$ cat src/rtl/sd_req_arbiter.sv
// Round-robin arbiter sharing the user_io SD sector channel between two requesters
// (0 = hard-disk image, 1 = floppy image). Optional REQ timeout: define SD_ARB_TIMEOUT_EN.
module sd_req_arbiter #(
    parameter int unsigned LBA_W   = 32,
    parameter logic [23:0] TIMEOUT = 24'd2500000
) (
    input  logic             clk_sys,
    input  logic             reset_n,
    input  logic [1:0]       rq_rd,
    input  logic [1:0]       rq_wr,
    input  logic [LBA_W-1:0] rq_lba0,
    input  logic [LBA_W-1:0] rq_lba1,
    input  logic [7:0]       rq_din0,
    input  logic [7:0]       rq_din1,
    output logic [1:0]       rq_busy,
    output logic [1:0]       rq_done,
    output logic [1:0]       rq_err,
    output logic [1:0]       rq_buff_wr,
    output logic [LBA_W-1:0] sd_lba,
    output logic             sd_rd,
    output logic             sd_wr,
    input  logic             sd_ack,
    input  logic             sd_buff_wr,
    output logic [7:0]       sd_buff_din
);

    typedef enum logic [1:0] {
        IDLE = 2'd0,
        REQ  = 2'd1,
        XFER = 2'd2,
        DONE = 2'd3
    } state_t;

    state_t           state_q, state_d;
    logic             owner_q, owner_d;
    logic             dir_wr_q, dir_wr_d;
    logic             last_q, last_d;
    logic [LBA_W-1:0] lba_q, lba_d;
    logic             rd_q, rd_d;
    logic             wr_q, wr_d;
    logic [1:0]       busy_q, busy_d;
    logic [1:0]       done_q, done_d;
    logic [1:0]       err_q, err_d;

    logic [1:0]       pend;
    logic             pick;
    logic [1:0]       owner_mask;
    logic             timeout_hit;

    assign pend       = rq_rd | rq_wr;
    // The requester that did not win last time gets priority if it is pending.
    assign pick       = pend[~last_q] ? ~last_q : last_q;
    assign owner_mask = owner_q ? 2'b10 : 2'b01;

`ifdef SD_ARB_TIMEOUT_EN
    logic [23:0] cnt_q, cnt_d;

    // Counts REQ cycles; held at zero outside REQ so every REQ entry starts fresh.
    always_comb begin
        cnt_d = '0;
        if (state_q == REQ) begin
            cnt_d = cnt_q + 24'd1;
        end
    end

    assign timeout_hit = (state_q == REQ) && (cnt_d == TIMEOUT);

    always_ff @(posedge clk_sys or negedge reset_n) begin
        if (!reset_n) begin
            cnt_q <= '0;
        end else begin
            cnt_q <= cnt_d;
        end
    end
`else
    logic unused_timeout;

    assign timeout_hit    = 1'b0;
    assign unused_timeout = ^TIMEOUT;
`endif

    // Next-state and registered-output logic.
    always_comb begin
        state_d  = state_q;
        owner_d  = owner_q;
        dir_wr_d = dir_wr_q;
        last_d   = last_q;
        lba_d    = lba_q;
        rd_d     = 1'b0;
        wr_d     = 1'b0;
        busy_d   = busy_q;
        done_d   = 2'b00;
        err_d    = 2'b00;

        case (state_q)
            IDLE: begin
                if (|pend) begin
                    owner_d  = pick;
                    last_d   = pick;
                    // Read wins when a requester raises both strobes.
                    dir_wr_d = ~rq_rd[pick];
                    lba_d    = pick ? rq_lba1 : rq_lba0;
                    busy_d   = pick ? 2'b10 : 2'b01;
                    state_d  = REQ;
                end
            end
            REQ: begin
                if (sd_ack) begin
                    state_d = XFER;
                end else if (timeout_hit) begin
                    err_d   = owner_mask;
                    busy_d  = 2'b00;
                    state_d = IDLE;
                end else begin
                    rd_d = ~dir_wr_q;
                    wr_d = dir_wr_q;
                end
            end
            XFER: begin
                if (!sd_ack) begin
                    done_d  = owner_mask;
                    busy_d  = 2'b00;
                    state_d = DONE;
                end
            end
            DONE: begin
                state_d = IDLE;
            end
            default: begin
                state_d = IDLE;
            end
        endcase
    end

    always_ff @(posedge clk_sys or negedge reset_n) begin
        if (!reset_n) begin
            state_q  <= IDLE;
            owner_q  <= 1'b0;
            dir_wr_q <= 1'b0;
            last_q   <= 1'b1;
            lba_q    <= '0;
            rd_q     <= 1'b0;
            wr_q     <= 1'b0;
            busy_q   <= 2'b00;
            done_q   <= 2'b00;
            err_q    <= 2'b00;
        end else begin
            state_q  <= state_d;
            owner_q  <= owner_d;
            dir_wr_q <= dir_wr_d;
            last_q   <= last_d;
            lba_q    <= lba_d;
            rd_q     <= rd_d;
            wr_q     <= wr_d;
            busy_q   <= busy_d;
            done_q   <= done_d;
            err_q    <= err_d;
        end
    end

    // Buffer strobes and write data reach only the current owner.
    always_comb begin
        rq_buff_wr = 2'b00;
        if (state_q == XFER) begin
            rq_buff_wr = {owner_q & sd_buff_wr, ~owner_q & sd_buff_wr};
        end
    end

    always_comb begin
        sd_buff_din = 8'h00;
        if (state_q != IDLE) begin
            sd_buff_din = owner_q ? rq_din1 : rq_din0;
        end
    end

    assign rq_busy = busy_q;
    assign rq_done = done_q;
    assign rq_err  = err_q;
    assign sd_lba  = lba_q;
    assign sd_rd   = rd_q;
    assign sd_wr   = wr_q;

endmodule
$ cat config.mk
export PLATFORM = sky130hd
export DESIGN_NAME = sd_req_arbiter
export DESIGN_NICKNAME = d
export VERILOG_FILES = /design/src/rtl/sd_req_arbiter.sv
export SDC_FILE = /design/constraint.sdc
export NUM_CORES = 1
export LEC_CHECK = 0
export ABC_AREA = 0
export CAP_MARGIN = 25
export CORE_UTILIZATION = 30
export DETAILED_ROUTE_END_ITERATION = 7
export PLACE_DENSITY = 0.66
export SLEW_MARGIN = 25
export SYNTH_ARGS = -nofsm -noshare
export SYNTH_HDL_FRONTEND = slang
export SYNTH_SLANG_ARGS = --single-unit
$ cat constraint.sdc
create_clock -name clk_sys -period 2.1 [get_ports clk_sys]
set_input_delay 0.525 -clock clk_sys [delete_from_list [all_inputs] [get_ports clk_sys]]
set_output_delay 0.525 -clock clk_sys [all_outputs]
set_load 0.005 [all_outputs]
==> impl_results.md, run 1 <==
- Crit start category: register
- PostCTS Resize Cnt: 14
- Share of cells above drive strength 1: 11.8%
- Final Hold Fails: 0
- PD cells: 1190 mW/mm^2
- Final WS setup: 0.155 ns
- Slew margin rel.: 65.3%
- HP Class: input port to asynchronous set/reset pin
- Hold buffer count at cts: 0
- Die Wd: 90.8 um
- Mean number of vias per cell: 4.94
- Synthesized area: 0.00237 sq mm
- Place WS: -0.115 ns
- Worst path arrival time: 1.42 ns
- Final Power: 4.76 mW
- RSZ-0062 raised after global routing: no
- Routed wire length: 6990 um
- Core region area: 0.00769 sq mm
- Setup_tns: 0 ns
- Area leader, netlist: dfrtp_1
- First-pass GRT wire length: 11800 um
- Die Area: 0.00825 sq mm
- DRT Pass-1 Iters: 4
- YS warnings: 0
- Fin Clk Skew: 0.00883 ns
- Root buf cell: clkbuf_8
- Period utilization: 92.6%
- # IOs: 138
- Syn Area/Cell: 8.97 sq um
- Area of the multi-input gates: 0.00113 sq mm
- CTS H-Tree Depth: 2
- Final GP Congestion: 0.742
- Dpl hpwl: 5050 um
- Std-Cell Rows: 32
- Top post-synthesis cells by count: 44 x nor2_1, 42 x dfrtp_1, 32 x nand3_1, 32 x o21ai_0, 22 x a31oi_1
- DRT iter0 DRCs: 111
- IO buf count: 135
- Initial antenna violation count: 0
- Area Overhead vs Synth: 68.7%
- Routed WL per cell: 13.9 um
- Post-synth EDFFs: 0
- Hold slack: 0.208 ns
- Top cells by area, synth: dfrtp_1 44%, nor2_1 7.0%, nand3_1 6.8%, o21ai_0 6.8%, a31oi_1 5.8%
- Fmax: 514 MHz
- Cells after Synth: 264
- Fin cells: 502
- DRC: 0
- Design area: 0.00399 sq mm
- Req. time, crit path: 1.57 ns
- Register bit total from synthesis: 43
- Worst vdd ir: 0.000497 V
- Antenna cells: 0
- Number of global-route vias before repair: 2492
- Max_cap viols: 0
- Number of nets in the layout: 491
- Post-synthesis sequential area ratio: 45.5%
- Total clock sinks: 43
- Filler cells: 738
- Final setup vio count: 0
- Critical path fanouts, max: 9
- Most used flip-flop cell after synthesis: dfrtp_1
- Ys async rst share: 100%
- Top-area cell type share of the netlist area: 44.4%
- DR vias: 2478
- WS Path Type: register to output port
- Grt total ovfl: 0
- Final Max Tran Viols: 0
- Clock Tree Buf Depth: 2
- Placed Instances: 494
- Starting Density: 30.8%
- Type of element capturing the critical path: output port
- FF+latch area: 0.00108 sq mm
- GRT Total Usage: 17.5%
- Placed instance area: 0.00392 sq mm
- Clock slew at reported path FFs: 0.07 ns
- Lkg Pwr: 1.62 nW
- Fin util: 51.9%
- Chip height: 90.8 um
- Pin count of the biggest net entering global routing: 49
- Status: finished, final reports clean
- Antenna viol nets, final: 0
- CTS tree: done
- Synth cell types: 38
- Tmin final: 1.94 ns
- Count leader, synth: nor2_1
- Worst skew pair latency: 0.29 ns
- Num CTS Buffers: 5
- Post-CTS setup buffer count: 0
- Worst-Margin Slew: 0.521 ns
[path summary, 6_finish.rpt]
check / start / end / slack, ns / cells past startpoint
min: reset_n / sd_lba[4] / 0.21 / 1
min in group clk_sys: dir_wr_q / sd_rd / 0.47 / 1
max in group asynchronous: reset_n / sd_lba[30] / 1.38 / 2
min reg2reg: dir_wr_q / sd_rd / 0.47 / 1
max: state_q[1] / sd_buff_din[4] / 0.16 / 4
max reg2reg: state_q[0] / state_q[1] / 0.31 / 5
[final cells by class]
class / count / share of cell area, %
Multi-Input combinational cell: 187 / 28.2
Inverter: 5 / 0.470
Tap cell: 102 / 3.20
Sequential cell: 43 / 27.0
Timing Repair Buffer: 157 / 39.1
Clock buffer: 8 / 2.01
[power by group]
part | switching (mW) | total [mW] | internal, mW
Sequential | 0.264 | 1.51 | 1.24
Clock | 0.261 | 0.497 | 0.236
Combinational | 1.22 | 2.76 | 1.54
Total | 1.74 | 4.76 | 3.02
[layout by cell type, fill, tap and decap left out, drive strengths merged]
| master | synthesis | layout |
|---|---|---|
| and2 | 1 | 1 |
| mux2 | 1 | 1 |
| o41ai | 1 | 1 |
| mux2i | 8 | 8 |
| nor2 | 44 | 44 |
| o41a | 1 | 1 |
| clkbuf | 15 | 8 |
| inv | 5 | 5 |
| o22ai | 2 | 2 |
| or3 | 1 | 1 |
| a2bb2oi | 1 | 1 |
| o21bai | 1 | 1 |
| and3 | 1 | 1 |
| a22oi | 2 | 2 |
| and3b | 1 | 1 |
| a31oi | 32 | 32 |
| dlygate4sd2 | 0 | 10 |
| nor4 | 1 | 1 |
| conb | 1 | 2 |
| o31ai | 1 | 1 |
| nor3 | 1 | 1 |
| dfrtp | 42 | 42 |
| dfstp | 1 | 1 |
| o21a | 2 | 2 |
| nor3b | 1 | 1 |
| nor2b | 3 | 3 |
| a32oi | 2 | 2 |
| clkdlybuf4s50 | 0 | 124 |
| o21ai | 33 | 33 |
| nand3 | 32 | 32 |
| a21oi | 4 | 4 |
| ha | 4 | 4 |
| buf | 15 | 23 |
| nand2 | 3 | 3 |
| a221oi | 1 | 1 |
[routing by layer]
metal / wire, um / GRT usage (%)
met2: 3390 / 29.7
met3: 472 / 4.71
met5: 0 / 0
met1: 3070 / 22.2
met4: 62 / 3.97
[critical path, cell delays in order (launching register included)]
cell           delay (ns)
dfrtp_1              0.40
inv_1                0.11
ha_2                 0.29
nor2_1               0.07
dlygate4sd2_1        0.26
[sequential cells by signal, indices dropped and copies added, names as in the netlist]
register / cells
owner_q: 1
sd_rd: 1
state_q: 2
sd_lba: 32
rq_busy: 2
last_q: 1
dir_wr_q: 1
sd_wr: 1
rq_done: 2
[kinds of logic (layout without fill, tap and decap cells)]
logic type               Yosys count  count (layout)  share of synthesized area, %
AO/OA/AOI/OAI                     83              83                          23.8
adder cells (fa/ha/maj)            4               4                          2.11
buffers and inverters             35             170                          7.56
flip-flops                        43              43                          45.5
multiplexers                       9               9                          3.86
other                              1               2                         0.158
AND/OR/NAND/NOR                   89              89                          17.0
(Power assumes the default switching activity.)
==> run 2: changes to the inputs <==
--- a/config.mk
+++ b/config.mk
@@ -6,7 +6,7 @@
 export NUM_CORES = 1
 export LEC_CHECK = 0
 export ABC_AREA = 0
-export CAP_MARGIN = 25
+export CAP_MARGIN = 5
 export CORE_UTILIZATION = 30
 export DETAILED_ROUTE_END_ITERATION = 7
 export PLACE_DENSITY = 0.66
==> results of run 2 <==
Final layout, timing and power as in run 1 (identical DEF).
